**src/rtl/cl_tcdm2axi_bridge.sv**
```systemverilog
// TCDM-to-AXI bridge: converts single 32-bit TCDM accesses into single-beat
// 64-bit AXI4 transactions, one transaction outstanding at a time.
module cl_tcdm2axi_bridge #(
  parameter int          AXI_ADDR_WIDTH = 32,
  parameter int          AXI_DATA_WIDTH = 64,
  parameter int          AXI_ID_WIDTH   = 6,
  parameter int          AXI_USER_WIDTH = 6,
  parameter int unsigned AXI_ID         = 0
) (
  input  logic                        clk_i,
  input  logic                        rst_i,
  // TCDM slave port
  input  logic                        tcdm_slave_req_i,
  input  logic [31:0]                 tcdm_slave_add_i,
  input  logic                        tcdm_slave_wen_i,
  input  logic [31:0]                 tcdm_slave_data_i,
  input  logic [3:0]                  tcdm_slave_be_i,
  output logic                        tcdm_slave_gnt_o,
  output logic                        tcdm_slave_r_valid_o,
  output logic [31:0]                 tcdm_slave_r_data_o,
  output logic                        tcdm_slave_r_err_o,
  // AXI AW
  output logic                        axi_master_aw_valid_o,
  input  logic                        axi_master_aw_ready_i,
  output logic [AXI_ADDR_WIDTH-1:0]   axi_master_aw_addr_o,
  output logic [AXI_ID_WIDTH-1:0]     axi_master_aw_id_o,
  output logic [7:0]                  axi_master_aw_len_o,
  output logic [2:0]                  axi_master_aw_size_o,
  output logic [1:0]                  axi_master_aw_burst_o,
  output logic                        axi_master_aw_lock_o,
  output logic [3:0]                  axi_master_aw_cache_o,
  output logic [2:0]                  axi_master_aw_prot_o,
  output logic [3:0]                  axi_master_aw_qos_o,
  output logic [3:0]                  axi_master_aw_region_o,
  output logic [AXI_USER_WIDTH-1:0]   axi_master_aw_user_o,
  // AXI W
  output logic                        axi_master_w_valid_o,
  input  logic                        axi_master_w_ready_i,
  output logic [AXI_DATA_WIDTH-1:0]   axi_master_w_data_o,
  output logic [AXI_DATA_WIDTH/8-1:0] axi_master_w_strb_o,
  output logic                        axi_master_w_last_o,
  output logic [AXI_USER_WIDTH-1:0]   axi_master_w_user_o,
  // AXI B
  input  logic                        axi_master_b_valid_i,
  output logic                        axi_master_b_ready_o,
  input  logic [1:0]                  axi_master_b_resp_i,
  input  logic [AXI_ID_WIDTH-1:0]     axi_master_b_id_i,
  input  logic [AXI_USER_WIDTH-1:0]   axi_master_b_user_i,
  // AXI AR
  output logic                        axi_master_ar_valid_o,
  input  logic                        axi_master_ar_ready_i,
  output logic [AXI_ADDR_WIDTH-1:0]   axi_master_ar_addr_o,
  output logic [AXI_ID_WIDTH-1:0]     axi_master_ar_id_o,
  output logic [7:0]                  axi_master_ar_len_o,
  output logic [2:0]                  axi_master_ar_size_o,
  output logic [1:0]                  axi_master_ar_burst_o,
  output logic                        axi_master_ar_lock_o,
  output logic [3:0]                  axi_master_ar_cache_o,
  output logic [2:0]                  axi_master_ar_prot_o,
  output logic [3:0]                  axi_master_ar_qos_o,
  output logic [3:0]                  axi_master_ar_region_o,
  output logic [AXI_USER_WIDTH-1:0]   axi_master_ar_user_o,
  // AXI R
  input  logic                        axi_master_r_valid_i,
  output logic                        axi_master_r_ready_o,
  input  logic [AXI_DATA_WIDTH-1:0]   axi_master_r_data_i,
  input  logic [1:0]                  axi_master_r_resp_i,
  input  logic                        axi_master_r_last_i,
  input  logic [AXI_ID_WIDTH-1:0]     axi_master_r_id_i,
  input  logic [AXI_USER_WIDTH-1:0]   axi_master_r_user_i,
  // status
  output logic                        busy_o
);

  typedef enum logic [2:0] {
    IDLE   = 3'd0,
    WR     = 3'd1,
    WAIT_B = 3'd2,
    RD     = 3'd3,
    WAIT_R = 3'd4,
    RESP   = 3'd5
  } state_t;

  state_t      state, state_next;

  // latched TCDM request
  logic [31:0] add_q;
  logic        wen_q;
  logic [31:0] data_q;
  logic [3:0]  be_q;

  // transaction progress and captured response
  logic        aw_done, w_done;
  logic        err_q;
  logic [31:0] rdata_q;

  logic        grant;
  logic        aw_hs, w_hs, b_hs, ar_hs, r_hs;

  // response fields the bridge does not need (single ID, single beat)
  logic        unused_inputs;
  assign unused_inputs = ^{axi_master_b_id_i, axi_master_b_user_i, axi_master_b_resp_i[0],
                           axi_master_r_resp_i[0], axi_master_r_last_i,
                           axi_master_r_id_i, axi_master_r_user_i};

  // Grant is only offered in IDLE and never while reset is held.
  assign grant = (state == IDLE) && tcdm_slave_req_i && !rst_i;

  assign aw_hs = axi_master_aw_valid_o && axi_master_aw_ready_i;
  assign w_hs  = axi_master_w_valid_o  && axi_master_w_ready_i;
  assign b_hs  = axi_master_b_valid_i  && axi_master_b_ready_o;
  assign ar_hs = axi_master_ar_valid_o && axi_master_ar_ready_i;
  assign r_hs  = axi_master_r_valid_i  && axi_master_r_ready_o;

  // Control state: FSM register, done flags and captured response.
  always_ff @(posedge clk_i) begin
    if (rst_i) begin
      state   <= IDLE;
      aw_done <= 1'b0;
      w_done  <= 1'b0;
      err_q   <= 1'b0;
      rdata_q <= '0;
    end else begin
      state <= state_next;
      if (grant) begin
        aw_done <= 1'b0;
        w_done  <= 1'b0;
        err_q   <= 1'b0;
        rdata_q <= '0;
      end
      if (aw_hs) aw_done <= 1'b1;
      if (w_hs)  w_done  <= 1'b1;
      if (b_hs)  err_q   <= axi_master_b_resp_i[1];
      if (r_hs) begin
        err_q   <= axi_master_r_resp_i[1];
        rdata_q <= add_q[2] ? axi_master_r_data_i[63:32] : axi_master_r_data_i[31:0];
      end
    end
  end

  // Request latch: payload only, loaded on grant and held through the transaction.
  always_ff @(posedge clk_i) begin
    if (grant) begin
      add_q  <= tcdm_slave_add_i;
      wen_q  <= tcdm_slave_wen_i;
      data_q <= tcdm_slave_data_i;
      be_q   <= tcdm_slave_be_i;
    end
  end

  // Next-state logic: a write waits for both AW and W done before expecting B.
  always_comb begin
    state_next = state;
    unique case (state)
      IDLE:   if (grant) state_next = tcdm_slave_wen_i ? RD : WR;
      WR:     if ((aw_done || aw_hs) && (w_done || w_hs)) state_next = WAIT_B;
      WAIT_B: if (axi_master_b_valid_i) state_next = RESP;
      RD:     if (axi_master_ar_ready_i) state_next = WAIT_R;
      WAIT_R: if (axi_master_r_valid_i) state_next = RESP;
      RESP:   state_next = IDLE;
      default: state_next = IDLE;
    endcase
  end

  // TCDM side
  assign tcdm_slave_gnt_o     = grant;
  assign tcdm_slave_r_valid_o = (state == RESP);
  assign tcdm_slave_r_data_o  = rdata_q;
  assign tcdm_slave_r_err_o   = err_q;
  assign busy_o               = (state != IDLE);

  // Handshake controls; each AXI valid depends only on state and sticky flags,
  // so it holds steady until its own handshake.
  assign axi_master_aw_valid_o = (state == WR) && !aw_done;
  assign axi_master_w_valid_o  = (state == WR) && !w_done;
  assign axi_master_b_ready_o  = (state == WAIT_B);
  assign axi_master_ar_valid_o = (state == RD);
  assign axi_master_r_ready_o  = (state == WAIT_R);

  // Address and write payload
  assign axi_master_aw_addr_o = AXI_ADDR_WIDTH'(add_q);
  assign axi_master_ar_addr_o = AXI_ADDR_WIDTH'(add_q);
  assign axi_master_w_data_o  = AXI_DATA_WIDTH'({data_q, data_q});
  assign axi_master_w_strb_o  = AXI_DATA_WIDTH'(0) == 0 ?
                                (AXI_DATA_WIDTH/8)'(add_q[2] ? {be_q, 4'b0000} : {4'b0000, be_q}) :
                                '0;
  assign axi_master_w_last_o  = 1'b1;
  assign axi_master_w_user_o  = '0;

  // Fixed single-beat 32-bit INCR attributes
  assign axi_master_aw_id_o     = AXI_ID_WIDTH'(AXI_ID);
  assign axi_master_aw_len_o    = 8'd0;
  assign axi_master_aw_size_o   = 3'b010;
  assign axi_master_aw_burst_o  = 2'b01;
  assign axi_master_aw_lock_o   = 1'b0;
  assign axi_master_aw_cache_o  = 4'b0000;
  assign axi_master_aw_prot_o   = 3'b000;
  assign axi_master_aw_qos_o    = 4'b0000;
  assign axi_master_aw_region_o = 4'b0000;
  assign axi_master_aw_user_o   = '0;

  assign axi_master_ar_id_o     = AXI_ID_WIDTH'(AXI_ID);
  assign axi_master_ar_len_o    = 8'd0;
  assign axi_master_ar_size_o   = 3'b010;
  assign axi_master_ar_burst_o  = 2'b01;
  assign axi_master_ar_lock_o   = 1'b0;
  assign axi_master_ar_cache_o  = 4'b0000;
  assign axi_master_ar_prot_o   = 3'b000;
  assign axi_master_ar_qos_o    = 4'b0000;
  assign axi_master_ar_region_o = 4'b0000;
  assign axi_master_ar_user_o   = '0;

endmodule

```
**config.mk**
```make
export PLATFORM = sky130hd
export DESIGN_NAME = cl_tcdm2axi_bridge
export DESIGN_NICKNAME = d
export VERILOG_FILES = /design/src/rtl/cl_tcdm2axi_bridge.sv
export SDC_FILE = /design/constraint.sdc
export NUM_CORES = 1
export LEC_CHECK = 0
export CORE_AREA = 5 5 166 168
export CTS_BUF_LIST = sky130_fd_sc_hd__clkbuf_4 sky130_fd_sc_hd__clkbuf_8 sky130_fd_sc_hd__clkbuf_16
export DETAILED_ROUTE_END_ITERATION = 10
export DIE_AREA = 0 0 171 173
export HOLD_SLACK_MARGIN = 0.05
export PLACE_DENSITY = 0.6
export SYNTH_ARGS = -nofsm -noshare
export SYNTH_HDL_FRONTEND = slang
export SYNTH_SLANG_ARGS = --single-unit
```
**constraint.sdc**
```tcl
create_clock -name clk_i -period 14.25 [get_ports clk_i]
set_input_delay 2.85 -clock clk_i [delete_from_list [all_inputs] [get_ports clk_i]]
set_output_delay 2.85 -clock clk_i [all_outputs]
set_load 0.05 [all_outputs]
```
# After elaboration in Yosys (flattened, before gate mapping)
# Index checks and enable logic that the tools add are counted.
[totals]
wordCells = 55
register_bits = 106
output_inout_bits = 266
inputBits = 170
[classes]
n_reduce_logical = 21
eq_ne = 10
n_mux = 16
[ops]
columns = ["operator", "count"]
rows = [
  ["32-bit 2-to-1 mux", 3],
  ["3-bit 2-to-1 mux", 5],
  ["3-bit case mux with 5 select lines", 1],
  ["1-bit logical AND", 9],
  ["8-bit 2-to-1 mux", 1],
  ["2-bit inequality test (second input constant)", 4],
  ["3-bit by 2-bit equality test with 1-bit output (second input constant)", 2],
  ["3-bit equality test (second input constant)", 2],
  ["2-bit nonzero test", 3],
  ["3-bit nonzero test", 2],
  ["1-bit 2-to-1 mux", 5],
  ["5-bit AND reduction", 1],
  ["3-bit by 1-bit equality test with 1-bit output (second input constant)", 1],
  ["1-bit logical NOT", 3],
  ["3-bit logical NOT", 1],
  ["1-bit logical OR", 2],
  ["2-bit 2-to-1 mux", 1],
  ["2-bit by 1-bit inequality test with 1-bit output (second input constant)", 1],
]

# Logic depth before layout (Yosys ltp)
[logic_depth]
depth_word = 7
ltp_mapped = 6
depth_no_buf = 4

# Least setup slack after synthesis
# OpenSTA, ideal clock, no wires.
[synth_timing]
path_kind = "input -> output"
startpoint = "in rst_i"
endpoint = "out tcdm_slave_gnt_o"
required_ps = 11400
setup_slack_ps = -147
arrival_time_ps = 11547
path_buffers = 1
path_stages = 2
cell_sequence = "clkbuf_1 > nor4b_1"
[synth_via]
elab_chain_cells = 2
[synth_rtl]
columns = ["element", "line_no", "text"]
rows = [
  ["start: declaration", "11", "input logic rst_i,"],
  ["1-bit logical NOT", "107", "assign grant = (state == IDLE) && tcdm_slave_req_i && !rst_i;"],
  ["1-bit logical AND", "107", ""],
  ["end: declaration", "18", "output logic tcdm_slave_gnt_o,"],
]
# No other way between the ends.

# Final worst setup path
# Same ends and word-level chain as after synthesis.

==> out/metrics.json <==
{
  "dp.cells": {"value": 1001},
  "criticalPathCategory": {"value": "input port to output pin"},
  "critPathMostFrequentCell": {"value": "clkdlybuf4s50_1"},
  "maxCapViolCount": {"value": 0},
  "worst_slack": {"value": 6375, "unit": "ps"},
  "asyncSetResetFlopFracSynth": {"value": 0, "unit": "%"},
  "internal-power": {"value": 0.6984, "unit": "mW"},
  "clk_transition_reported_paths": {"value": 70, "unit": "ps"},
  "layout.cells.most_common_list": {"value": "clkdlybuf4s50_1 (319), conb_1 (89), edfxtp_1 (68)"},
  "number_of_enable_type_register_cells_in_the_synthesized_netlist": {"value": 68},
  "worst_setup_path_startpoint": {"value": "rst_i"},
  "core.rowCount": {"value": 59},
  "holdCritPathClass": {"value": "flip-flop to flip-flop"},
  "relSlewSlack": {"value": 32.64, "unit": "%"},
  "dp_hpwl": {"value": 12840, "unit": "µm"},
  "drt-pass1-iter-count": {"value": 4},
  "cts.hold.buffers_added": {"value": 0},
  "cts_repair_resize_count": {"value": 0},
  "height_of_the_die": {"value": 173, "unit": "µm"},
  "cellPowerDensity": {"value": 150.7, "unit": "nW/µm²"},
  "power_switching_share": {"value": 44.08, "unit": "%"},
  "cts.sinks": {"value": 106},
  "nFillCells": {"value": 2607},
  "critical_path.cell_chain": {"value": "clkdlybuf4s50_1 -> buf_4 -> nor4b_4 -> clkdlybuf4s50_1"},
  "die-width": {"value": 171, "unit": "µm"},
  "worst_ep_arrival_time": {"value": 5030, "unit": "ps"},
  "synth_top_cell_by_area": {"value": "edfxtp_1"},
  "achievable-frequency": {"value": 127.0, "unit": "MHz"},
  "ir_worst_vdd": {"value": 0.1269, "unit": "mV"},
  "tightest_slew": {"value": 1010, "unit": "ps"},
  "ys_types": {"value": 32},
  "crit_path_end_kind": {"value": "output pin"},
  "hold_viol_final": {"value": 0},
  "skew": {"value": 8.964, "unit": "ps"},
  "path_max_fanout": {"value": 40},
  "routed-via-count": {"value": 3626},
  "timing.critical_path.from_type": {"value": "input port"},
  "register_area": {"value": 2803, "unit": "µm²"},
  "synth_seq_area_share": {"value": 53.35, "unit": "%"},
  "grt_pass1_vias": {"value": 3714},
  "post-route-cell-area": {"value": 8287, "unit": "µm²"},
  "ys.warnings.count": {"value": 0},
  "yosys-top-cells-area": {"value": "edfxtp_1 (39%), buf_4 (22%), dfxtp_1 (14%)"},
  "detail_route.wl_per_cell": {"value": 15.62, "unit": "µm"},
  "postRouteAntennaNets": {"value": 0},
  "htree_levels": {"value": 3},
  "synth_top_cell_area_share": {"value": 38.87, "unit": "%"},
  "final_nets": {"value": 847},
  "min_from": {"value": "tcdm_slave_r_data_o[26]"},
  "multi_input_area": {"value": 1534, "unit": "µm²"},
  "cts_tree": {"value": "done"},
  "drive_above_1_share": {"value": 12.76, "unit": "%"},
  "drtIter0Drc": {"value": 95},
  "cts_post_setup_buffers_inserted": {"value": 0},
  "switch_pwr": {"value": 0.5505, "unit": "mW"},
  "cts_made_buffers": {"value": 9},
  "grt.overflow.total": {"value": 0},
  "grt_max_degree": {"value": 64},
  "pwr-share-comb": {"value": 46.6, "unit": "%"},
  "timing.critical_path.required": {"value": 11400, "unit": "ps"},
  "post-route-min-period": {"value": 7875, "unit": "ps"},
  "layout_worst_path_cycle_share": {"value": 55.26, "unit": "%"},
  "global_route.usage.total": {"value": 9.922, "unit": "%"},
  "insertion_delay_to_the_later_sink_of_the_worst_skew_pair": {"value": 340, "unit": "ps"},
  "slowest_stage": {"value": "clkdlybuf4s50_1"},
  "antenna_found_initial": {"value": 0},
  "starting_density": {"value": 20.39, "unit": "%"},
  "timing_max_transition_violations_final": {"value": 0},
  "power.clock.fraction": {"value": 20.7, "unit": "%"},
  "finalWirelength": {"value": 15880, "unit": "µm"},
  "count_of_final_setup_violators": {"value": 0},
  "io_buffers": {"value": 319},
  "area_growth_syn_to_layout": {"value": 57.73, "unit": "%"},
  "worst_r2r_startpoint": {"value": "state[1]"},
  "die_area": {"value": 29580, "unit": "µm²"},
  "netlist_instances": {"value": 427},
  "timing.setup.tns": {"value": 0, "unit": "ps"},
  "diodes": {"value": 0},
  "slowest_delay": {"value": 920, "unit": "ps"},
  "placed_area": {"value": 7983, "unit": "µm²"},
  "syn_area_per_cell": {"value": 12.30, "unit": "µm²"},
  "drc_errors": {"value": 0},
  "viasPerCell": {"value": 3.565},
  "static-leakage-power": {"value": 2.971, "unit": "nW"},
  "power": {"value": 1.249, "unit": "mW"},
  "place_worst_setup_slack": {"value": 6246, "unit": "ps"},
  "gp_congestion": {"value": 0.7037},
  "run_status": {"value": "finished clean"},
  "clock_path_buffers": {"value": 2},
  "sequentialPowerShare": {"value": 32.7, "unit": "%"},
  "io-pin-count": {"value": 436},
  "final_util": {"value": 32.16, "unit": "%"},
  "grt_pass1_wl": {"value": 22610, "unit": "µm"},
  "finish.cell_count_without_fillers": {"value": 1017},
  "postSynth.topFlopCell": {"value": "edfxtp_1"},
  "fin_worst_hold_slack": {"value": 512.5, "unit": "ps"},
  "rsz0062_at_grt": {"value": "false"},
  "core_area": {"value": 25760, "unit": "µm²"},
  "netlist_area": {"value": 5254, "unit": "µm²"},
  "final_common_cell": {"value": "clkdlybuf4s50_1"},
  "synth_register_bits": {"value": 106},
  "clockRootBuffer": {"value": "clkbuf_16"}
}
-- critical path, delay by kind of cell --
kind                   cells  cell delay [ps]
AND/OR/NAND/NOR            1              570
buffers and inverters      3             1590
-- synth_stat cells, types with 4 or more instances --
master and number:
a21oi_1 9, mux2_2 32, edfxtp_1 68, nor2b_1 4, buf_4 156, a22oi_2 30, clkbuf_1 7, nand2_1 4
and2_1 7, nor2_1 39, dfxtp_1 38
-- layout make-up --
class,instances,area share [%]
Clock inverter,5,0.7700
Inverter,3,0.1359
Tap cell,335,5.058
Clock buffer,11,2.899
Sequential cell,106,33.82
Multi-Input combinational cell,235,18.51
Timing Repair Buffer,322,38.80
-- sequential cells by signal, indices dropped and copies added (netlist names) --
name and flops:
tcdm_slave_r_data_o 32, tcdm_slave_r_err_o 1, be_q 4, aw_done 1
state 3, data_q 32, w_done 1, axi_master_ar_addr_o 32
-- power groups by stage --
stage	registers [mW]	logic, mW	clock network [mW]
2_1_floorplan	0.513	0.351	0
3_3_place_gp	0.415	0.587	0
3_5_place_dp	0.416	0.588	0
4_1_cts	0.409	0.589	0.274
5_1_grt	0.414	0.610	0.286
6_report	0.408	0.582	0.259
-- final timing paths --
| kind | end | slack [ps] | depth (start not counted) |
|---|---|---|---|
| setup reg to reg | data_q[28] | 11600 | 3 |
| hold reg to reg | tcdm_slave_r_data_o[26] | 510 | 2 |
| hold / removal | tcdm_slave_r_data_o[26] | 510 | 2 |
| setup / recovery | tcdm_slave_gnt_o | 6370 | 4 |
-- metal layers --
| layer | global-route usage [%] | vias up | share of wire, % |
|---|---|---|---|
| li1 | - | 1725 | - |
| met1 | 10.99 | 1675 | 37 |
| met2 | 17.61 | 218 | 50 |
| met3 | 4.315 | 8 | 12 |
| met4 | 2.014 | 0 | 0.77 |
| met5 | 0 | - | 0 |
-- logic make-up (layout without fill, tap and decap cells) --
family / Yosys count / count (layout) / share of synthesized area [%]
buffers and inverters: 173 / 341 / 24.01
DFF: 106 / 106 / 53.35
and+or+nand+nor: 61 / 61 / 5.549
AOI/OAI and AO/OA: 51 / 51 / 9.717
muxes: 34 / 34 / 7.240
other: 2 / 89 / 0.1429
Power figures use the tool's default switching activity.
